### src/rtl/dmem_mmio_arbiter.sv
// Processor-priority arbiter for the dmem RAM with a read-only aux port and a debounced button MMIO register.
// Load data returns 1 cycle after the request; aux data 1 cycle after grant; aux waits (never dropped) while the processor owns RAM.
module dmem_mmio_arbiter #(
  parameter int BTN_ADDR        = 24,
  parameter int DEBOUNCE_CYCLES = 16,
  parameter int STARVE_LIMIT    = 64
) (
  input  logic        clock,
  input  logic        reset,
  input  logic        proc_req,
  input  logic        proc_wren,
  input  logic [31:0] proc_addr,
  input  logic [31:0] proc_data,
  output logic [31:0] proc_q,
  input  logic        aux_req,
  input  logic [11:0] aux_addr,
  output logic        aux_gnt,
  output logic        aux_valid,
  output logic [31:0] aux_q,
  output logic        aux_starved,
  output logic        ram_wEn,
  output logic [11:0] ram_addr,
  output logic [31:0] ram_dataIn,
  input  logic [31:0] ram_dataOut,
  input  logic        btn_raw,
  output logic        btn_level
);

  localparam int DW = (DEBOUNCE_CYCLES > 1) ? $clog2(DEBOUNCE_CYCLES) : 1;
  localparam int SW = $clog2(STARVE_LIMIT + 1);
  localparam logic [DW-1:0] DEB_MAX    = DW'(DEBOUNCE_CYCLES - 1);
  localparam logic [SW-1:0] STARVE_MAX = SW'(STARVE_LIMIT);

  typedef enum logic [1:0] {AUX_IDLE, AUX_WAIT, AUX_RET} aux_state_t;
  typedef enum logic [1:0] {SRC_NONE, SRC_RAM, SRC_MMIO} src_t;

  aux_state_t     aux_state_q, aux_state_d;
  src_t           src_q, src_d;
  logic [11:0]    aux_addr_q, aux_addr_d;
  logic [31:0]    aux_q_q, aux_q_d;
  logic [SW-1:0]  starve_q, starve_d;
  logic           sync1_q, sync2_q;
  logic [DW-1:0]  deb_cnt_q, deb_cnt_d;
  logic           btn_level_q, btn_level_d;
  logic           sticky_q, sticky_d;
  logic           mmio_q_q, mmio_q_d;

  logic is_btn, proc_ram, proc_mmio;

  // Gating with reset keeps every output at 0 while reset is held, even with proc_req high.
  assign is_btn    = (proc_addr == 32'(BTN_ADDR));
  assign proc_ram  = reset & proc_req & (proc_addr < 32'd4096) & ~is_btn;
  assign proc_mmio = reset & proc_req & is_btn;

  always_comb begin
    ram_wEn    = 1'b0;
    ram_addr   = '0;
    ram_dataIn = '0;
    aux_gnt    = 1'b0;
    if (proc_ram) begin
      ram_wEn    = proc_wren;
      ram_addr   = proc_addr[11:0];
      ram_dataIn = proc_data;
    end else if (aux_state_q == AUX_WAIT) begin
      ram_addr = aux_addr_q;
      aux_gnt  = 1'b1;
    end
  end

  always_comb begin
    aux_state_d = aux_state_q;
    aux_addr_d  = aux_addr_q;
    aux_q_d     = aux_q_q;
    starve_d    = starve_q;
    case (aux_state_q)
      AUX_IDLE: if (aux_req) begin
        aux_addr_d  = aux_addr;
        aux_state_d = AUX_WAIT;
      end
      AUX_WAIT: if (!proc_ram) begin
        aux_state_d = AUX_RET;
        starve_d    = '0;
      end else if (starve_q != STARVE_MAX) begin
        starve_d = starve_q + 1'b1;
      end
      AUX_RET: begin
        aux_q_d     = ram_dataOut;
        aux_state_d = AUX_IDLE;
      end
      default: aux_state_d = AUX_IDLE;
    endcase
  end

  always_comb begin
    src_d = SRC_NONE;
    if (proc_ram && !proc_wren)       src_d = SRC_RAM;
    else if (proc_mmio && !proc_wren) src_d = SRC_MMIO;
    mmio_q_d = (proc_mmio && !proc_wren) ? sticky_q : mmio_q_q;
  end

  always_comb begin
    deb_cnt_d   = '0;
    btn_level_d = btn_level_q;
    if (sync2_q != btn_level_q) begin
      if (deb_cnt_q == DEB_MAX) btn_level_d = sync2_q;
      else                      deb_cnt_d   = deb_cnt_q + 1'b1;
    end
    // A press landing on the same edge as a clear must not be lost.
    if (btn_level_d && !btn_level_q) sticky_d = 1'b1;
    else if (proc_mmio)              sticky_d = 1'b0;
    else                             sticky_d = sticky_q;
  end

  always_ff @(posedge clock or negedge reset) begin
    if (!reset) begin
      aux_state_q <= AUX_IDLE;
      src_q       <= SRC_NONE;
      aux_addr_q  <= '0;
      aux_q_q     <= '0;
      starve_q    <= '0;
      sync1_q     <= 1'b0;
      sync2_q     <= 1'b0;
      deb_cnt_q   <= '0;
      btn_level_q <= 1'b0;
      sticky_q    <= 1'b0;
      mmio_q_q    <= 1'b0;
    end else begin
      aux_state_q <= aux_state_d;
      src_q       <= src_d;
      aux_addr_q  <= aux_addr_d;
      aux_q_q     <= aux_q_d;
      starve_q    <= starve_d;
      sync1_q     <= btn_raw;
      sync2_q     <= sync1_q;
      deb_cnt_q   <= deb_cnt_d;
      btn_level_q <= btn_level_d;
      sticky_q    <= sticky_d;
      mmio_q_q    <= mmio_q_d;
    end
  end

  always_comb begin
    case (src_q)
      SRC_RAM:  proc_q = ram_dataOut;
      SRC_MMIO: proc_q = {31'b0, mmio_q_q};
      default:  proc_q = '0;
    endcase
  end

  assign aux_valid   = (aux_state_q == AUX_RET);
  assign aux_q       = aux_valid ? ram_dataOut : aux_q_q;
  assign aux_starved = (starve_q >= STARVE_MAX);
  assign btn_level   = btn_level_q;

endmodule

### config.mk
export PLATFORM = sky130hd
export DESIGN_NAME = dmem_mmio_arbiter
export DESIGN_NICKNAME = d
export VERILOG_FILES = /design/src/rtl/dmem_mmio_arbiter.sv
export SDC_FILE = /design/constraint.sdc
export NUM_CORES = 1
export LEC_CHECK = 0
export ABC_AREA = 1
export CAP_MARGIN = 10
export CORE_UTILIZATION = 40
export DETAILED_ROUTE_END_ITERATION = 8
export PLACE_DENSITY = 0.9
export SYNTH_ARGS = -nofsm -noshare
export SYNTH_HDL_FRONTEND = slang
export SYNTH_SLANG_ARGS = --single-unit
### constraint.sdc
create_clock -name clock -period 4.9 [get_ports clock]
set_input_delay 1.47 -clock clock [delete_from_list [all_inputs] [get_ports clock]]
set_output_delay 1.47 -clock clock [all_outputs]
set_load 0.02 [all_outputs]
# Yosys cells after proc, flatten, opt, wreduce, memory -nomap -nowiden
# Index checks and enable logic that the tools add are counted.
[word_totals]
out_inout_bits = 113
in_bits = 114
regBits = 64
[op_classes]
n_addsub = 2
bitwise = 5
magnitude_cmp = 2
reduce_logical = 10
n_eq_ne = 11
muxes = 21
[op_table]
columns = ["operator", "n"]
rows = [
  ["$mux 32", 2],
  ["$pmux 32 s2", 1],
  ["$eq 32x5->1 const B", 1],
  ["$lt 32x13->1 const B", 1],
  ["$mux 12", 2],
  ["$mux 7", 2],
  ["$mux 2", 4],
  ["$mux 4", 2],
  ["$add 7x1->7 const B", 1],
  ["$ge 7x7->1 const B", 1],
  ["$mux 1", 7],
  ["$ne 7x7->1 const B", 1],
  ["$reduce_and 2->1", 3],
  ["$add 4x1->4 const B", 1],
  ["$and 1x1->1", 4],
  ["$eq 2x1->1 const B", 2],
  ["$eq 2x2->1 const B", 2],
  ["$eq 4x4->1 const B", 1],
  ["$ne 2x2->1 const B", 2],
  ["$pmux 2 s2", 1],
  ["$logic_and 1x1->1", 3],
  ["$logic_not 1->1", 2],
  ["$logic_not 2->1", 1],
  ["$ne 2x1->1 const B", 1],
  ["other kinds (3)", 3],
]

# Longest topological paths before layout
# Gate-level depths: netlist of the first run.
[logic_depth]
depth_word = 5
mapped_depth = 10

# Least setup slack after synthesis of the first run
# OpenSTA, ideal clock, no wires.
[synth_path]
kind = "input to output"
start = "input port proc_addr[13]"
end = "output port ram_addr[0]"
path_buffers = 1
path_stages = 8
required_time_ps = 3430
arrival_ps = 2637
setup_slack_ps = 793
cell_sequence = "nor2_1 -> nand2_2 -> nor2_1 -> nand3_1 -> clkinv_2 -> nand2_4 -> buf_6 -> o21ai_0"
[synth_between]
elab_chain_len = 4
[synth_lines]
columns = ["item", "line", "text"]
rows = [
  ["start: declaration", "12", "input logic [31:0] proc_addr,"],
  ["$lt 32x13->1 / $eq 32x5->1 (equally long branches)", "52, 51", ""],
  ["$and 1x1->1 / $not 1->1 (equally long branches)", "52", "assign proc_ram = reset & proc_req & (proc_addr < 32'd4096) & ~is_btn;"],
  ["$and 1x1->1 (*)", "52", ""],
  ["$mux 12 (*)", "60", "if (proc_ram) begin"],
  ["end: declaration", "22", "output logic [11:0] ram_addr,"],
]
# Mark *: on every way between the ends. The rest lies on a longest branch, timed or not.

# Final worst setup path of the first run
[layout_path]
start = "input port proc_addr[4]"
end = "output port aux_gnt"
[layout_between]
elab_chain_len = 4
[layout_lines]
columns = ["item", "line", "text"]
rows = [
  ["$lt 32x13->1 / $eq 32x5->1 (equally long branches)", "52, 51", ""],
  ["$and 1x1->1 / $not 1->1 (equally long branches)", "52", ""],
  ["$and 1x1->1 (*)", "52", ""],
  ["$mux 1 (*)", "60", ""],
  ["end: declaration", "17", "output logic aux_gnt,"],
]
# Marks and branches as above.

==> results.yml, run 1 <==
critical_path:
  arrival_ps: 3310
  crit_end: "aux_gnt"
  rrSetupSlack_ps: 3030
  required_ps: 3430
  r2r_cells: 6
  cpPeakStageDelay_ps: 640
  crit_path_top_delay_cell: "clkdlybuf4s50_1"
  crit_chain: "clkdlybuf4s50_1 > nand2_1 > nor2_1 > nand2_2 > nor2_4 > o21ai_2 > inv_2 > clkdlybuf4s50_1"
  rr_endpoint: "aux_q_q[12]"
  cp-end-kind: "output port"
  timing.rr.start: "aux_state_q[0]"
  worstPathMaxFanout: 6
  crit_type: "in -> out"
  cp-startpoint: "proc_addr[4]"
  worst_setup_path_start_kind: "primary input"
  cp_common_cell: "clkdlybuf4s50_1"
sta:
  final-setup-viol-count: 0
  worst_pin_slew_ps: 960
  drv_slew: 0
  rsz0062_at_grt: "false"
  min_period_ps: 4780
  finalSetupTns_ps: 0
  finalClockSkew_ps: 12.8
  slew_headroom: 0.359
  hold_viol_final: 0
  post-route-worst-setup-slack_ps: 119
  fmax_mhz: 209
  min_period_over_period: 0.976
yosys:
  synthSimpleGateAreaFrac: 0.339
  synth.avg_cell_area_um2: 7.68
  synth_compound_area_frac: 0.0372
  synth_top_family_by_area: "simple AND/OR/NAND/NOR gates"
  synthMuxAreaShare: 0.0387
  yosysTopAreaCell: "dfrtp_1"
  syn_inst: 455
  syn_nets: 574
  synth_cell_types: 33
  synth-seq-cells: 64
  synth.top_cell.area_share: 0.458
  synth.top_cells.by_area: "dfrtp_1, nand2_1, inv_1, and3_1, mux2_2"
  syn_area_mm2: 0.00349
  yosysWarnings: 0
  synthXorXnorAreaFrac: 0.0100
  synthAdderAreaFrac: 0.0179
  ys_seq_area_frac: 0.458
grt:
  grt_pass1_vias: 3648
  grt_pass1_wl_um: 16800
  track_usage: 0.244
  overflow: 0
  grt_max_degree: 37
  antenna_found_initial: 0
cts:
  cts_resized: 12
  clock-sinks: 64
  numCtsBuffers: 9
  h-tree-depth: 3
  cts.path.max_buffers: 2
  postCtsSetupBuffers: 0
  path_clk_slew_ps: 70
  clk_latency_ps: 340
  cts_tree: "yes"
  root_buffer: "clkbuf_8"
  cts_hold_buffers: 0
die:
  rows: 33
  initial_core_util: 0.419
  core-area_mm2: 0.00834
  die-area_mm2: 0.00911
  io_pins: 227
  die_h_um: 95.5
  chipWidth_um: 95.5
cells_and_area:
  stdcell_area_mm2: 0.00620
  antenna_cells: 0
  final_common_cell: "clkdlybuf4s50_1"
  drive_gt1_frac: 0.0913
  final.fill_count: 561
  multi_input_area_mm2: 0.00155
  syn2layout_area_growth_pct: 77.5
  finalCoreUtilization: 0.744
  seqCellArea_mm2: 0.00160
  nets: 804
  layout_common_cells: "clkdlybuf4s50_1, nand2_1, dfrtp_1"
run_status:
  status: "complete, no violations"
detailed_routing:
  vias: 3751
  routed_wl_um: 11200
  ant_nets: 0
  drc_errors: 0
  via_per_inst: 4.72
  first_pass_iters: 4
  wl_per_cell_um: 14.1
  first_iter_violations: 75
place:
  globalplace.congestion: 0.850
  dpl.hpwl_um: 8830
  dpl_worst_slack_ps: -181
  io_buffer_count: 226
  placed_area_mm2: 0.00590
pwr:
  p_leak_nw: 3.76
  ir_worst_vdd_mv: 0.170
  power_w: 0.00193
  p_per_area_mw_per_mm2: 311
hold_path:
  hold_path_class: "reg -> reg"
job:
  cap_violations: 0
## cells in the mapped netlist
cell type,number
a21oi_1,4
a21oi_4,1
a31o_2,1
and2_4,1
and3_1,32
buf_2,4
buf_4,1
buf_6,2
clkbuf_1,10
clkbuf_2,3
clkinv_2,1
dfrtp_1,64
ha_1,5
inv_1,60
inv_2,3
mux2_2,12
nand2_1,162
nand2_2,2
nand2_4,1
nand3_1,24
nand3_2,1
nand3b_4,1
nand4_1,3
nor2_1,30
nor2_2,2
nor2_4,2
nor3_1,3
nor3b_1,1
o21ai_0,10
o21ai_2,4
or2_2,1
xnor2_1,1
xor2_1,3
## routing by layer
layer	GRT usage	wire, µm	vias to the layer above
met4	0.102	342	0
li1	-	-	1866
met2	0.468	5920	172
met3	0.0646	875	26
met5	0	0	-
met1	0.246	4060	1687
## registers in the layout, summed over array words and instances, names as in the netlist, 2 cells and up
name / cells
aux_addr_q: 12
deb_cnt_q: 4
aux_q_q: 32
aux_state_q: 2
starve_q: 7
src_q: 2
## critical path: cells and delay by family
family / cells / cell delay [ps]
AO/OA/AOI/OAI: 1 / 80
AND/OR/NAND/NOR: 4 / 490
buffers and inverters: 3 / 1280
## cell type report
type                    count  area share
flip-flops and latches     64       0.258
clock inverters             6      0.0149
multi-input cells         307       0.250
well taps                 105      0.0212
repair buffers            239       0.395
clock buffers              10      0.0222
inverters                  64      0.0389
## worst min path at each step
stage / startpoint / end / slack (ps) / cells past startpoint
floorplan: sync1_q / sync2_q / 330 / 0
global placement: sync1_q / sync2_q / 330 / 0
detailed placement: sync1_q / sync2_q / 340 / 0
CTS: sync1_q / sync2_q / 360 / 0
global route: sync1_q / sync2_q / 370 / 0
finish: sync1_q / sync2_q / 370 / 0
## report_power, final
part	switching, W	internal (W)	total [W]
Clock	0.000208	0.000302	0.000510
Combinational	0.000369	0.000347	0.000716
Sequential	0.0000449	0.000656	0.000701
Total	0.000622	0.00130	0.00193
## logic make-up after synthesis
logic type | Yosys count
adder cells (fa/ha/maj) | 5
flip-flops | 64
AND/OR/NAND/NOR | 266
AO/OA/AOI/OAI | 20
multiplexers | 12
XOR/XNOR | 4
buffers and inverters | 84
## metrics by stage
step | instances | hold WS [ps]
3_5_place_dp | 779 | 340
5_1_grt | 795 | 372
6_report | 795 | 373
2_1_floorplan | 455 | 331
3_3_place_gp | 779 | 332
4_1_cts | 795 | 356
Power figures use the tool's default switching activity.
==> inputs of run 2 (changes only) <==
--- a/config.mk
+++ b/config.mk
@@ -8,6 +8,7 @@
 export ABC_AREA = 1
 export CAP_MARGIN = 10
 export CORE_UTILIZATION = 40
+export CTS_CLUSTER_SIZE = 12
 export DETAILED_ROUTE_END_ITERATION = 8
 export PLACE_DENSITY = 0.9
 export SYNTH_ARGS = -nofsm -noshare
==> constraint.sdc (replaced) <==
create_clock -name clock -period 5.8 [get_ports clock]
set_input_delay 1.74 -clock clock [delete_from_list [all_inputs] [get_ports clock]]
set_output_delay 1.74 -clock clock [all_outputs]
set_load 0.02 [all_outputs]
==> results.yml, run 2 (same netlist as run 1, synthesis figures left out) <==
run_status:
  status: "complete, no violations"
grt:
  grt_max_degree: 65
  grt_pass1_wl_um: 16700
  antenna_found_initial: 0
  overflow: 0
  track_usage: 0.239
  grt_pass1_vias: 3627
cts:
  root_buffer: "clkbuf_8"
  cts_tree: "yes"
  cts.path.max_buffers: 2
  clk_latency_ps: 340
  h-tree-depth: 3
  cts_hold_buffers: 0
  cts_resized: 0
  numCtsBuffers: 9
  path_clk_slew_ps: 70
  postCtsSetupBuffers: 0
  clock-sinks: 64
pwr:
  power_w: 0.00154
  ir_worst_vdd_mv: 0.122
  switching_share: 0.339
  p_int_w: 0.00102
  power.share.sequential: 0.383
  comb_power_share: 0.394
  p_leak_nw: 3.02
  switchingPower_w: 0.000521
  p_per_area_mw_per_mm2: 257
  clkPwrFrac: 0.224
place:
  dpl_worst_slack_ps: 191
  dp_cells: 769
  dpl.hpwl_um: 8500
  io_buffer_count: 226
  globalplace.congestion: 0.828
cells_and_area:
  reg_top3: "aux_q_q (32), aux_addr_q (12), starve_q (7)"
  fin_cells: 785
  layout_common_cells: "clkdlybuf4s50_1, nand2_1, dfrtp_1"
  final_common_cell: "clkdlybuf4s50_1"
  largest_reg_flops: 32
  regMostFlops: "aux_q_q"
  nets: 794
  drive_gt1_frac: 0.0779
  finalCoreUtilization: 0.718
  antenna_cells: 0
  syn2layout_area_growth_pct: 71.3
sta:
  final-setup-viol-count: 0
  slew_headroom: 0.272
  hold_viol_final: 0
  finalSetupTns_ps: 0
  worst_pin_slew_ps: 1090
  min_period_ps: 5610
  post-route-worst-setup-slack_ps: 191
  drv_slew: 0
  min_period_over_period: 0.967
  fmax_mhz: 178
  finalClockSkew_ps: 9.38
  rsz0062_at_grt: "false"
detailed_routing:
  routed_wl_um: 10600
  drc_errors: 0
  first_pass_iters: 4
  vias: 3711
  wl_per_cell_um: 13.5
  via_per_inst: 4.73
  first_iter_violations: 89
  ant_nets: 0
critical_path:
  cp-end-kind: "output port"
  worstPathMaxFanout: 34
  required_ps: 4060
  arrival_ps: 3870
  cp-startpoint: "proc_addr[2]"
  timing.rr.start: "aux_state_q[0]"
  crit_type: "in -> out"
  worst_setup_path_start_kind: "primary input"
die:
  chipWidth_um: 95.5
  die-area_mm2: 0.00911
  initial_core_util: 0.419
  core-area_mm2: 0.00834
  io_pins: 227
  rows: 33
  die_h_um: 95.5
hold_path:
  hold_path_class: "reg -> reg"
  min_from: "sync1_q"
job:
  cap_violations: 0
[run 2: cell type report]
type | count | area (µm²)
Clock buffer | 10 | 138
Sequential cell | 64 | 1600
Timing Repair Buffer | 229 | 2280
Clock inverter | 6 | 45.0
Inverter | 64 | 241
Multi-Input combinational cell | 307 | 1550
Tap cell | 105 | 131
Fill cell | 610 | 2350
[run 2: worst max-delay path: stages]
cell and delay [ps]:
clkdlybuf4s50_1 480, inv_1 50, nand2_1 50, nor2_1 60
and2_4 170, a21oi_4 130, buf_4 270, inv_1 80
nor3_1 200, clkdlybuf4s50_1 650
[run 2: path summary, 6_finish.rpt]
check	to	slack (ps)	cells after the start
min in group asynchronous	aux_addr_q[0]	1660	2
min reg2reg	sync2_q	370	0
max in group asynchronous	aux_q_q[9]	3640	2
max	ram_wEn	190	10
min	sync2_q	370	0
max reg2reg	aux_q_q[20]	3950	6
[run 2: routing by layer]
metal	GRT usage	vias up	wire (µm)
met3	0.0686	26	988
li1	-	1841	-
met1	0.252	1644	3790
met4	0.101	0	285
met2	0.442	200	5570
met5	0	-	0
[run 2: through the flow]
stage,hold slack [ps],instance area (µm²)
2_1_floorplan,331,3490
3_3_place_gp,345,5800
3_5_place_dp,356,5800
4_1_cts,372,5990
5_1_grt,372,5990
6_report,368,5990
[run 2: power groups by stage]
| stage | sequential, W | combinational [W] | clock, W |
|---|---|---|---|
| 2_1_floorplan | 0.000589 | 0.000292 | 0 |
| 3_3_place_gp | 0.000593 | 0.000600 | 0 |
| 3_5_place_dp | 0.000597 | 0.000612 | 0 |
| 4_1_cts | 0.000589 | 0.000614 | 0.000355 |
| 5_1_grt | 0.000601 | 0.000658 | 0.000374 |
| 6_report | 0.000589 | 0.000606 | 0.000344 |
==> inputs of run 3 (changes only) <==
--- a/config.mk
+++ b/config.mk
@@ -7,10 +7,12 @@
 export LEC_CHECK = 0
 export ABC_AREA = 1
 export CAP_MARGIN = 10
+export CORE_ASPECT_RATIO = 1.5
 export CORE_UTILIZATION = 40
 export CTS_CLUSTER_SIZE = 12
 export DETAILED_ROUTE_END_ITERATION = 8
-export PLACE_DENSITY = 0.9
+export PLACE_DENSITY = 0.95
+export RECOVER_POWER = 50
 export SYNTH_ARGS = -nofsm -noshare
 export SYNTH_HDL_FRONTEND = slang
 export SYNTH_SLANG_ARGS = --single-unit
==> results.yml, run 3 (same netlist as run 1, synthesis figures left out) <==
run_status:
  failed_checks: "capacitance limit, slew limit"
  status: "finished, violations left"
sta:
  finalSetupTns_ps: 0
  worst_pin_slew_ps: 3340
  final-setup-viol-count: 0
  min_period_ps: 5650
  drv_slew: 65
  hold_viol_final: 0
  slew_headroom: -1.23
  fmax_mhz: 177
  finalClockSkew_ps: 5.64
  min_period_over_period: 0.975
  rsz0062_at_grt: "false"
cts:
  numCtsBuffers: 9
  clk_latency_ps: 320
  root_buffer: "clkbuf_16"
  cts.path.max_buffers: 2
  cts_tree: "yes"
  cts_hold_buffers: 0
  path_clk_slew_ps: 50
  cts_resized: 0
  postCtsSetupBuffers: 0
  clock-sinks: 64
  h-tree-depth: 3
detailed_routing:
  drc_errors: 0
  wl_met2_um: 6040
  first_iter_violations: 122
  first_pass_iters: 4
  wl_met1_um: 3880
  ant_nets: 0
  vias: 3808
  wl_met3_um: 702
  routed_wl_um: 11000
  highest_layer: "met4"
  via_per_inst: 4.84
  wl_per_cell_um: 14.0
cells_and_area:
  syn2layout_area_growth_pct: 73.5
  multi_input_area_mm2: 0.00155
  drive_gt1_frac: 0.0663
  regMostFlops: "aux_q_q"
  final.fill_count: 629
  nets: 795
  stdcell_area_mm2: 0.00606
  final_common_cell: "clkdlybuf4s50_1"
  seqCellArea_mm2: 0.00160
  layout_common_cells: "clkdlybuf4s50_1, nand2_1, dfrtp_1"
  largest_reg_flops: 32
  reg_top3: "aux_q_q (32), aux_addr_q (12), starve_q (7)"
critical_path:
  crit_type: "in -> out"
  crit_path_top_delay_cell: "clkdlybuf4s50_1"
  worst_setup_path_start_kind: "primary input"
  worstPathMaxFanout: 6
  arrival_ps: 3910
  cp-end-kind: "output port"
  crit_chain: "clkdlybuf4s50_1 > inv_1 > nand2_1 > nor2_4 > nand2_2 > nor2_4 > o21ai_2 > inv_1 > nand2_1 > nand2_1 > clkdlybuf4s50_1"
  required_ps: 4060
  cpPeakStageDelay_ps: 610
  cp_common_cell: "nand2_1"
place:
  placed_area_mm2: 0.00581
  globalplace.congestion: 0.828
  io_buffer_count: 226
  dpl.hpwl_um: 8750
die:
  core-area_mm2: 0.00846
  initial_core_util: 0.413
  die-area_mm2: 0.00912
  rows: 41
  die_h_um: 116
  io_pins: 227
  chipWidth_um: 78.3
grt:
  overflow: 0
  grt_max_degree: 65
  grt_pass1_wl_um: 17300
  antenna_found_initial: 1
  track_usage: 0.249
  grt_pass1_vias: 3860
pwr:
  p_leak_nw: 3.07
  ir_worst_vdd_mv: 0.154
  p_per_area_mw_per_mm2: 274
job:
  cap_violations: 1
hold_path:
  hold_path_class: "reg -> reg"
[run 3: changes by cell type in the layout (fill, tap and decap cells not counted), sizes merged]
cell           change
diode              +1
clkdlybuf4s50     -34
clkinvlp           -3
clkbuf             +6
buf                -2
clkinv             -2
dlygate4sd3       +34
[run 3: worst paths after layout]
| check | cells after the start | from | to | slack [ps] |
|---|---|---|---|---|
| worst max register to register | 6 | aux_state_q[0] | aux_q_q[22] | 3990 |
| worst min register to register | 0 | sync1_q | sync2_q | 340 |
| worst min-delay path | 0 | sync1_q | sync2_q | 340 |
| worst max-delay path | 11 | proc_addr[11] | ram_addr[3] | 150 |
| max in group asynchronous | 2 | reset | deb_cnt_q[3] | 1080 |
| min in group asynchronous | 2 | reset | aux_q_q[22] | 2830 |
[run 3: cell type report]
cell class,instances,share of cell area
Multi-Input combinational cell,307,0.256
Tap cell,107,0.0221
Antenna cell,1,0.000413
Clock buffer,13,0.0413
Sequential cell,64,0.264
Timing Repair Buffer,230,0.376
Inverter,64,0.0398
Clock inverter,1,0.000826
[run 3: layer usage]
metal,vias to the layer above,GRT usage
li1,1841,-
met1,1740,0.249
met2,196,0.473
met3,31,0.0523
met4,0,0.141
met5,-,0
[run 3: power breakdown]
| group | leakage [nW] | switching (W) | internal (W) | total, W |
|---|---|---|---|---|
| Clock | 0.126 | 0.000166 | 0.000295 | 0.000461 |
| Sequential | 0.801 | 0.0000374 | 0.000556 | 0.000594 |
| Combinational | 2.14 | 0.000312 | 0.000292 | 0.000604 |
[run 3: worst max-delay path: cells and delay by family]
| kind | cells | cell delay (ps) |
|---|---|---|
| AND/OR/NAND/NOR | 6 | 700 |
| AO/OA/AOI/OAI | 1 | 80 |
| buffers and inverters | 4 | 1390 |
[run 3: through the flow]
step | hold slack, ps | instances | power [W] | setup slack, ps | utilization
6_report | 345 | 787 | 0.00166 | 146 | 0.716
5_1_grt | 370 | 787 | 0.00175 | 30.4 | 0.716
4_1_cts | 347 | 786 | 0.00169 | 163 | 0.717
3_5_place_dp | 336 | 772 | 0.00121 | 173 | 0.687
3_3_place_gp | 335 | 772 | 0.00119 | 192 | 0.687
2_1_floorplan | 331 | 455 | 0.000881 | 1150 | -
